File: src/rtl/lca_pkg.sv
// lca_pkg: shared types for the LCA core front end.
// Fetch FSM encoding and fetch queue entry layout.
package lca_pkg;

    localparam int WORD_W = 16;

    typedef enum logic [2:0] {
        ST_IDLE    = 3'd0,
        ST_REQ     = 3'd1,
        ST_WAIT    = 3'd2,
        ST_HOLD    = 3'd3,
        ST_DISCARD = 3'd4
    } fetch_state_t;

    typedef struct packed {
        logic [WORD_W-1:0] pc;
        logic [WORD_W-1:0] ir;
    } fetch_entry_t;

endpackage

File: src/rtl/fetch_queue.sv
// fetch_queue: 2-entry {pc, ir} FIFO between fetch and decode.
// Entry 0 is always the head; flush empties it in one edge.
module fetch_queue
    import lca_pkg::*;
(
    input  logic                clk,
    input  logic                rst_n,
    input  logic                i_push,
    input  logic                i_pop,
    input  logic                i_flush,
    input  logic [2*WORD_W-1:0] i_data,
    output logic [2*WORD_W-1:0] o_head,
    output logic [1:0]          o_count
);

    fetch_entry_t r_ent0;
    fetch_entry_t r_ent1;
    logic [1:0]   r_count;
    fetch_entry_t w_din;

    assign w_din = fetch_entry_t'(i_data);

    // Shift-style storage: pops move entry 1 forward, pushes fill the tail.
    always_ff @(posedge clk or negedge rst_n) begin
        if (!rst_n) begin
            r_ent0  <= '0;
            r_ent1  <= '0;
            r_count <= 2'd0;
        end else if (i_flush) begin
            r_count <= 2'd0;
        end else begin
            case ({i_push, i_pop})
                2'b10: begin
                    if (r_count == 2'd0) begin
                        r_ent0 <= w_din;
                    end else begin
                        r_ent1 <= w_din;
                    end
                    r_count <= r_count + 2'd1;
                end
                2'b01: begin
                    r_ent0  <= r_ent1;
                    r_count <= r_count - 2'd1;
                end
                2'b11: begin
                    if (r_count == 2'd2) begin
                        r_ent0 <= r_ent1;
                        r_ent1 <= w_din;
                    end else begin
                        r_ent0 <= w_din;
                    end
                end
                default: ;
            endcase
        end
    end

    assign o_head  = (r_count == 2'd0) ? '0 : r_ent0;
    assign o_count = r_count;

endmodule

File: src/rtl/fetch_stage.sv
// fetch_stage: PC, imem request/grant/response FSM and decode queue.
// One request outstanding at most; redirects flush and restart fetch.
module fetch_stage
    import lca_pkg::*;
#(
    parameter logic [WORD_W-1:0] PC_RESET = 16'h0000
) (
    input  logic              clk,
    input  logic              rst_n,
    output logic              imem_req,
    output logic [WORD_W-1:0] imem_addr,
    input  logic              imem_gnt,
    input  logic              imem_rvalid,
    input  logic [WORD_W-1:0] imem_rdata,
    output logic [WORD_W-1:0] toPipe1PC,
    output logic [WORD_W-1:0] toPipe1IR,
    output logic              pipe1_valid,
    input  logic              decode_ready,
    input  logic              redirect_valid,
    input  logic [WORD_W-1:0] redirect_pc
);

    localparam logic [WORD_W-1:0] PC_STEP = 1;

    fetch_state_t        r_state;
    fetch_state_t        w_state_nxt;
    logic [WORD_W-1:0]   r_fetch_pc;
    logic [WORD_W-1:0]   r_inflight_pc;
    logic                w_req;
    logic                w_grant;
    logic                w_push;
    logic                w_pop;
    logic                w_space;
    logic [1:0]          w_count;
    logic [2*WORD_W-1:0] w_head;

    assign w_grant = w_req & imem_gnt;
    assign w_pop   = pipe1_valid & decode_ready;
    assign w_push  = (r_state == ST_WAIT) & imem_rvalid & ~redirect_valid;
    // A new request is safe only if the queue cannot hold 2 when it returns.
    assign w_space = (w_count == 2'd0) | w_pop;

    // State register.
    always_ff @(posedge clk or negedge rst_n) begin
        if (!rst_n) begin
            r_state <= ST_IDLE;
        end else begin
            r_state <= w_state_nxt;
        end
    end

    // Next-state and request decode.
    always_comb begin
        w_state_nxt = r_state;
        w_req       = 1'b0;
        case (r_state)
            ST_IDLE: begin
                w_state_nxt = ST_REQ;
            end
            ST_REQ: begin
                w_req = 1'b1;
                if (imem_gnt) begin
                    w_state_nxt = redirect_valid ? ST_DISCARD : ST_WAIT;
                end
            end
            ST_WAIT: begin
                if (redirect_valid) begin
                    w_state_nxt = imem_rvalid ? ST_REQ : ST_DISCARD;
                end else if (imem_rvalid) begin
                    if (w_space) begin
                        w_req       = 1'b1;
                        w_state_nxt = imem_gnt ? ST_WAIT : ST_REQ;
                    end else begin
                        w_state_nxt = ST_HOLD;
                    end
                end
            end
            ST_HOLD: begin
                if (redirect_valid || (w_count != 2'd2)) begin
                    w_state_nxt = ST_REQ;
                end
            end
            ST_DISCARD: begin
                if (imem_rvalid) begin
                    w_state_nxt = ST_REQ;
                end
            end
            default: begin
                w_state_nxt = ST_IDLE;
            end
        endcase
    end

    // Fetch PC and in-flight PC; a redirect overrides the grant increment.
    always_ff @(posedge clk or negedge rst_n) begin
        if (!rst_n) begin
            r_fetch_pc    <= PC_RESET;
            r_inflight_pc <= PC_RESET;
        end else begin
            if (redirect_valid) begin
                r_fetch_pc <= redirect_pc;
            end else if (w_grant) begin
                r_fetch_pc <= r_fetch_pc + PC_STEP;
            end
            if (w_grant) begin
                r_inflight_pc <= r_fetch_pc;
            end
        end
    end

    fetch_queue u_queue (
        .clk     (clk),
        .rst_n   (rst_n),
        .i_push  (w_push),
        .i_pop   (w_pop),
        .i_flush (redirect_valid),
        .i_data  ({r_inflight_pc, imem_rdata}),
        .o_head  (w_head),
        .o_count (w_count)
    );

    assign imem_req    = w_req;
    assign imem_addr   = r_fetch_pc;
    assign pipe1_valid = (w_count != 2'd0) & ~redirect_valid;
    assign toPipe1PC   = w_head[2*WORD_W-1:WORD_W];
    assign toPipe1IR   = w_head[WORD_W-1:0];

endmodule

File: config.mk
export PLATFORM = sky130hd
export DESIGN_NAME = fetch_stage
export DESIGN_NICKNAME = d
export VERILOG_FILES = /design/src/rtl/lca_pkg.sv /design/src/rtl/fetch_queue.sv /design/src/rtl/fetch_stage.sv
export SDC_FILE = /design/constraint.sdc
export NUM_CORES = 1
export LEC_CHECK = 0
export ABC_AREA = 0
export CAP_MARGIN = 10
export CORE_ASPECT_RATIO = 2
export CORE_MARGIN = 2
export CORE_UTILIZATION = 35
export DETAILED_ROUTE_END_ITERATION = 16
export GPL_ROUTABILITY_DRIVEN = 1
export GPL_TIMING_DRIVEN = 0
export HOLD_SLACK_MARGIN = 0.03
export PLACE_DENSITY_LB_ADDON = 0.1
export SLEW_MARGIN = 30
export SYNTH_ARGS = -nofsm -noshare
export SYNTH_HDL_FRONTEND = slang
export SYNTH_SLANG_ARGS = --single-unit
File: constraint.sdc
create_clock -name clk -period 3.3 [get_ports clk]
set_input_delay 0.33 -clock clk [delete_from_list [all_inputs] [get_ports clk]]
set_output_delay 0.33 -clock clk [all_outputs]
set_load 0.1 [all_outputs]
Yosys cells after proc, flatten, opt, wreduce, memory -nomap -nowiden
Index checks and enable logic that the tools add are counted.

Bits in registers: 101. Input port bits: 38. Output and inout port bits: 50. Logic and storage cells: 70.

Add/subtract/negate cells: 3. Equality and inequality tests: 16. Mux-type cells: 25. Bitwise logic cells: 7. Reductions and logical operators: 11.

Operator list (number): $mux 32 (5); $pmux 32 s3 (1); $pmux 32 s2 (1); $mux 16 (2); $mux 3 (7); $add 16x1->16 const B (1); $pmux 3 s5 (1); $ne 2x2->1 const B (6); $reduce_and 4->1 (2); $eq 2x2->1 const B (3); $eq 3x2->1 const B (2); $mux 2 (3); $reduce_bool 2->1 (3); $reduce_bool 3->1 (2); $and 1x1->1 (5); $pmux 2 s2 (1); $eq 3x1->1 const B (1); $eq 3x3->1 const B (1); $logic_not 3->1 (1); $mux 1 (3); $ne 3x3->1 const B (1); $reduce_and 3->1 (1); $add 2x1->2 const B (1); $eq 2x1->1 const B (1); 7 further kinds (7).

Longest topological paths before layout
Gate-level depths: netlist of the first run.

Word-level depth: 11. Mapped depth: 7. Gate-level depth less buffers: 5.

Hierarchy
A second synthesis of the first run with hierarchy kept.

Cell total of the unflattened synthesis: 422. Area, all modules: 4870.9 um^2.

By module, submodules not included: fetch_queue (instances 1, cells each 258, area an instance 3060.4 um^2, seq. area each 1651.6 um^2); fetch_stage (instances 1, cells each 164, area an instance 1810.5 um^2, seq. area each 875.8 um^2).

Least setup slack after synthesis of the first run
OpenSTA, ideal clock, no wires.

Path kind: register to output. Start point: register u_queue.r_count[0], in the netlist u_queue.o_count[0]. End point: output port toPipe1IR[10]. Arrival: 2.230 ns. Required time: 2.970 ns. Path slack: 0.740 ns. Stages on the path, launching flop included: 4. Path buffers: 1. Cells stage by stage: dfrtp_1 -> nor2_1 -> clkbuf_1 -> nor2b_1.

Word-level cells in the longest chain between the ends: 2.

Ends and longest elaborated chain: start: declaration (RTL line fetch_queue.sv:18) `logic [1:0] r_count;`; start signal: assignment (RTL line fetch_queue.sv:39) `r_count <= r_count + 2'd1;`; start signal: assignment (RTL line fetch_queue.sv:43) `r_count <= r_count - 2'd1;`; $logic_not 2->1 (RTL line fetch_queue.sv:58) `assign o_head = (r_count == 2'd0) ? '0 : r_ent0;`; $mux 32 (RTL line fetch_queue.sv:58); end: declaration (RTL line fetch_stage.sv:16) `output logic [WORD_W-1:0] toPipe1IR,`.

Every way passes these cells.

Final worst setup path of the first run
Start point: register u_queue.r_count[0], in the netlist u_queue.o_count[0]. End point: output port toPipe1PC[14].

Word-level cells in the longest chain between the ends: 2.

Ends and longest elaborated chain: $logic_not 2->1 (RTL line fetch_queue.sv:58); $mux 32 (RTL line fetch_queue.sv:58); end: declaration (RTL line fetch_stage.sv:15) `output logic [WORD_W-1:0] toPipe1PC,`.

Every way passes these cells.

==> results of run 1 <==
state kept, by name (all words and copies together), names as in the netlist:
name             count
imem_addr           16
r_inflight_pc       16
r_state              3
u_queue.o_count      2
u_queue.r_ent0      32
u_queue.r_ent1      32
routing by layer:
layer / global-route usage (%) / wire, um
met5: 0 / 0
met4: 5.62 / 167
met3: 1.95 / 332
met2: 24.8 / 5770
met1: 23.2 / 5490
power by group through the flow:
stage	registers (mW)	logic (mW)	clock network (mW)
after detailed placement	1.89	2.14	0
after global routing	1.92	2.25	1.11
after CTS	1.87	2.13	1.08
after floorplan	1.97	1.50	0
final	1.86	2.10	1.03
after global placement	1.88	2.12	0
cell type report:
type	instances	share of cell area (%)
buffer	26	2.71
clock buffer	10	3.68
clock inverter	6	0.847
inverter	8	0.462
multi-input combinational	271	35.4
sequential	101	38.9
tap	192	3.70
timing repair buffer	88	14.3
stage by stage:
| stage | std cells | power, mW | setup TNS [ns] | setup slack, ns | hold WS, ns |
|---|---|---|---|---|---|
| detailed placement | 685 | 4.03 | -0.00814 | -0.00814 | 0.281 |
| CTS | 702 | 5.08 | 0 | 0.00208 | 0.451 |
| finish | 702 | 5.00 | 0 | 0.366 | 0.459 |
| global placement | 684 | 4.00 | -225.26 | -2.24 | 0.465 |
| floorplan | 406 | 3.47 | 0 | 0.740 | 0.0344 |
| global route | 702 | 5.28 | 0 | 0.145 | 0.501 |
timing repair:
action | CTS | global route
endpoints found under the hold margin | 40 | 0
gates resized for setup | 13 | 19
hold buffers | 1 | 0
endpoints found under the setup margin | 30 | 19
buffers inserted | 0 | 0
worst min-delay path: stages:
cell	delay, ns
buf_2	0.21
or4_1	0.15
nand3_1	0.06
final timing paths:
check                           slack, ns                        endpoint                            from  cells after the start
worst min-delay path                 0.46        imem_addr[5]$_DFFE_PN0P_                  redirect_valid                      3
min in group asynchronous            0.47  u_queue.r_ent1[13]$_DFFE_PN0P_                           rst_n                      2
worst max-delay path                 0.37                   toPipe1PC[14]  u_queue.o_count[0]$_DFFE_PN0P_                      4
worst max register to register       1.01  u_queue.r_ent0[20]$_DFFE_PN0P_          r_state[2]$_DFFE_PN0P_                      6
worst min register to register       0.49  u_queue.r_ent1[20]$_DFFE_PN0P_  u_queue.r_ent1[20]$_DFFE_PN0P_                      1
max in group asynchronous            2.18        imem_addr[3]$_DFFE_PN0P_                           rst_n                      3
cells by family (layout without fill, tap and decap cells):
group                    Yosys count  count (layout)  share of synthesized area [%]
XOR/XNOR                           2               2                          0.348
adder cells (fa/ha/maj)            1               1                          0.249
AND/OR/NAND/NOR                  103             103                           12.2
multiplexers                     113             113                           25.3
AO/OA/AOI/OAI                     52              52                           7.61
flip-flops                       101             101                           50.2
buffers and inverters             34             138                           4.10
cells in the final DEF (no fill, tap or decap), drive strengths merged, types with 12 or more instances in the layout:
cell type	synthesis	routed
dfrtp	101	101
mux2	113	113
buf	17	19
nor2b	32	32
a31oi	14	14
nor2	15	15
dlymetal6s2s	0	19
dlygate4sd2	0	12
clkdlybuf4s50	0	54
clkbuf	9	19
==> impl_metrics.json, run 1 <==
{
  "status": "completed",
  "io_pins": 88,
  "grt_usage_pct": 16.1,
  "period_share_pct": 88.9,
  "required_ns": 2.97,
  "setup.worst_path.start_class": "flop",
  "setup_violations": 0,
  "path_buf_inv": 2,
  "stdcell_area_um2": 6500,
  "cp_top_family": "buffers and inverters",
  "ff_latch_area_um2": 2530,
  "dp_hpwl_mm": 8.35,
  "coreArea_um2": 14200,
  "ys_types": 45,
  "crit_type": "flop to output pin",
  "row_count": 62,
  "drc": 0,
  "netlist.area_leader.share_pct": 50.2,
  "cts_sinks": 101,
  "nFillCells": 1373,
  "seq_area_frac_synth_pct": 50.2,
  "via_per_inst": 4.95,
  "p_per_area_nw_per_um2": 769,
  "cp_cell_sequence": "nor2_2 -> clkbuf_1 -> nor2b_1 -> dlygate4sd2_1",
  "placed_area_um2": 6160,
  "cts-root-buf": "clkbuf_16",
  "p_switching_mw": 2.02,
  "clock_skew_ns": 0.00956,
  "irDropWorstVdd_mv": 0.583,
  "slowest_stage": "dlygate4sd2_1",
  "drt_iter0_drc": 122,
  "max_stage_delay_ns": 0.62,
  "start_util_pct": 35.4,
  "fmax_mhz": 341,
  "drtPass1Iterations": 4,
  "syn-instance-count": 406,
  "grt-ovfl-total": 0,
  "syn_area_um2": 5030,
  "syn_nets": 445,
  "synth-main-ff-cell": "dfrtp_1",
  "die_w_um": 88.8,
  "power_frac_seq_pct": 37.3,
  "die_area_um2": 15400,
  "internal-power_mw": 2.98,
  "antenna_found_initial": 0,
  "cts_buffers": 9,
  "synth_warnings": 0,
  "nets": 544,
  "multi_input_area_um2": 2300,
  "cp-end-kind": "output pin",
  "synth_area_leaders": "dfrtp_1 50%, mux2_2 24%, nor2b_1 4.0%",
  "clk_pin_slew_ns": 0.07,
  "wl_per_cell_um": 16.8,
  "layout-drive-gt1-share_pct": 30.0,
  "hp-class": "primary input to flop",
  "drv_cap": 0,
  "postLayoutCoreUtil_pct": 45.8,
  "power_frac_comb_pct": 42.0,
  "slew_headroom_pct": 34.7,
  "netSwitchingFraction_pct": 40.3,
  "finalWirelength_mm": 11.8,
  "n_antenna_cell": 0,
  "min_period_ns": 2.93,
  "synthArstFlopShare_pct": 100,
  "clk_latency_ns": 0.34,
  "cp.arrival_ns": 2.60,
  "cts_tree": "yes",
  "yosysMostFrequentCell": "mux2_2",
  "synth_edf_count": 0,
  "grt_pass1_vias": 3549,
  "synth_area_per_cell_um2": 12.4,
  "vias": 3475,
  "clockPowerShare_pct": 20.7,
  "path_max_fanout": 10,
  "htree_levels": 3,
  "synth_area_leader_cell": "dfrtp_1",
  "final_hold_viol_count": 0,
  "portBuffers": 86,
  "finalMaxSlewViolations": 0,
  "grt_start_max_net_pins": 62,
  "clock_path_buffers": 2,
  "synth_seq_cells": 101,
  "gp_congestion": 0.819,
  "area_delta_synth_final_pct": 29.2,
  "die_h_um": 174,
  "ant_nets": 0,
  "tightest_slew_ns": 0.977,
  "grt_pass1_wl_mm": 19.0,
  "rsz0062_at_grt": "no",
  "synth.top_cells.by_count": "108 x mux2_2, 101 x dfrtp_1, 32 x nor2b_1",
  "p_leak_nw": 3.03
}
Note: power is estimated with default switching activity, not from simulation.
==> inputs of run 2 (changes only) <==
CORE_MARGIN = 4   (was 2)
CTS_CLUSTER_SIZE = 28   (was default)
TNS_END_PERCENT = 30   (was default)
==> run 2 against run 1 <==
Compared with the run above: clock-buffer cell count unchanged; final cell count decreased by 0.43%; die area increased by 6.9%; register-to-register slack got worse by 0.08 ns; sequential power about the same; combinational power about the same; non-clock buffer count unchanged; first-iteration DRC count decreased by 0.82%; final area decreased by 0.81%; clock power increased by 9%; sequential share of layout area increased by 0.32 points; routed wire length increased by 2.1%.
==> impl_metrics.json, run 2 (synthesis gave the netlist of run 1 again) <==
{
  "tightest_slew_ns": 1.00,
  "setup_violations": 0,
  "placed_cells": 682,
  "top_layer": "met4",
  "clk_pin_slew_ns": 0.07,
  "status": "completed",
  "p_per_area_nw_per_um2": 789,
  "grt_pass1_wl_mm": 19.4,
  "die_area_um2": 16500,
  "drt-met1-wl_mm": 4.83,
  "portBuffers": 86,
  "drt_iter0_drc": 121,
  "layout_setup_ws_ns": 0.281,
  "drtPass1Iterations": 4,
  "slew_headroom_pct": 33.1,
  "gp_congestion": 0.892,
  "drc": 0,
  "crit_type": "flop to output pin",
  "clock_path_buffers": 2,
  "final_hold_viol_count": 0,
  "cts-root-buf": "clkbuf_16",
  "vias": 3625,
  "largestRegisters": "u_queue.r_ent0 (32), u_queue.r_ent1 (32)",
  "die_h_um": 178,
  "cts_buffers": 9,
  "irDropWorstVdd_mv": 0.374,
  "row_count": 61,
  "nets": 544,
  "antenna_found_initial": 0,
  "finalMaxSlewViolations": 0,
  "p_leak_nw": 2.78,
  "path_max_fanout": 10,
  "layout-drive-gt1-share_pct": 29.8,
  "coreArea_um2": 14000,
  "wl_met3_um": 472,
  "fin_cells": 699,
  "drv_cap": 0,
  "clock_skew_ns": 0.00702,
  "final_common_cell": "mux2_2",
  "n_antenna_cell": 0,
  "io_pins": 88,
  "ant_nets": 0,
  "start_util_pct": 35.8,
  "finalWirelength_mm": 12.0,
  "stdcell_area_um2": 6450,
  "grt_start_max_net_pins": 70,
  "period_share_pct": 91.5,
  "holdWs_ns": 0.453,
  "place_ws_ns": -0.0111,
  "wl_per_cell_um": 17.2,
  "dr_wl_met2_mm": 6.39,
  "hp-class": "primary input to asynchronous set/reset pin",
  "cts_tree": "yes",
  "grt-ovfl-total": 0,
  "dp_hpwl_mm": 8.88,
  "cp-end-kind": "output pin",
  "rsz0062_at_grt": "no",
  "required_ns": 2.97,
  "via_per_inst": 5.19,
  "mostFrequentLayoutCells": "108 x mux2_2, 101 x dfrtp_1, 54 x clkdlybuf4s50_1",
  "fmax_mhz": 331,
  "placed_area_um2": 6160,
  "setup.worst_path.start_class": "flop",
  "grt_usage_pct": 15.2,
  "die_w_um": 92.8,
  "nFillCells": 1350,
  "htree_levels": 3,
  "clk_latency_ns": 0.34,
  "grt_pass1_vias": 3818,
  "area_delta_synth_final_pct": 28.1,
  "min_period_ns": 3.02,
  "cp.arrival_ns": 2.69,
  "postLayoutCoreUtil_pct": 45.9,
  "cts_sinks": 101
}
==> run 2: changes by cell type in the layout (fill, tap and decap cells not counted), moves of 2 or more <==
cell            change
dlymetal6s2s_1     -19
bufinv_16           +2
inv_8               -2
clkinv_4            -2
dlygate4sd2_1      +19
==> run 2: area by class of cell <==
class	instances	area (um2)	share of cell area [%]
multi-input combinational	271	2300	35.7
clock inverter	6	87.6	1.36
timing repair buffer	88	861	13.3
inverter	8	30.0	0.466
sequential	101	2530	39.2
tap	189	236	3.67
buffer	26	176	2.74
clock buffer	10	229	3.55
==> run 2: where the power goes <==
part | leakage [nW] | switching [mW] | internal [mW]
registers | 1.27 | 0.249 | 1.62
logic | 1.36 | 1.31 | 0.792
clock network | 0.145 | 0.456 | 0.663
==> run 2: worst paths after layout <==
path                       cells after the start                            from                             end  slack, ns
max                                            5          r_state[0]$_DFFE_PN0P_                        imem_req       0.28
min                                            2                           rst_n  u_queue.r_ent1[13]$_DFFE_PN0P_       0.45
min in group clk                               3                  redirect_valid        imem_addr[4]$_DFFE_PN0P_       0.46
max in group asynchronous                      3                           rst_n    r_inflight_pc[2]$_DFFE_PN0P_       2.19
min reg2reg                                    1  u_queue.r_ent1[20]$_DFFE_PN0P_  u_queue.r_ent1[20]$_DFFE_PN0P_       0.50
max reg2reg                                    6  u_queue.o_count[0]$_DFFE_PN0P_   r_inflight_pc[12]$_DFFE_PN0P_       0.93
==> run 2: through the flow <==
stage	total power, mW	setup TNS (ns)
after floorplan	3.47	0
after global placement	4.01	-201.33
after detailed placement	4.06	-0.0111
after CTS	5.15	0
after global routing	5.35	0
final	5.09	0
==> run 2: what timing repair did <==
action	in CTS	in global routing
hold buffers	1	0
resized for setup	32	0
setup buffers	0	0
setup endpoints to repair	31	0
endpoints found under the hold margin	32	0
==> run 2: routing by layer <==
metal,global-route usage [%],vias to the layer above
li1,-,1708
met1,17.4,1779
met2,27.0,113
met3,2.55,25
met4,7.28,0
met5,0,-
==> run 2: worst max-delay path: stages (launching register included) <==
cell and delay, ns:
dfrtp_1 0.39, buf_6 0.14, nor4b_1 0.37, a31oi_1 0.36, inv_2 0.20, dlygate4sd2_1 0.87
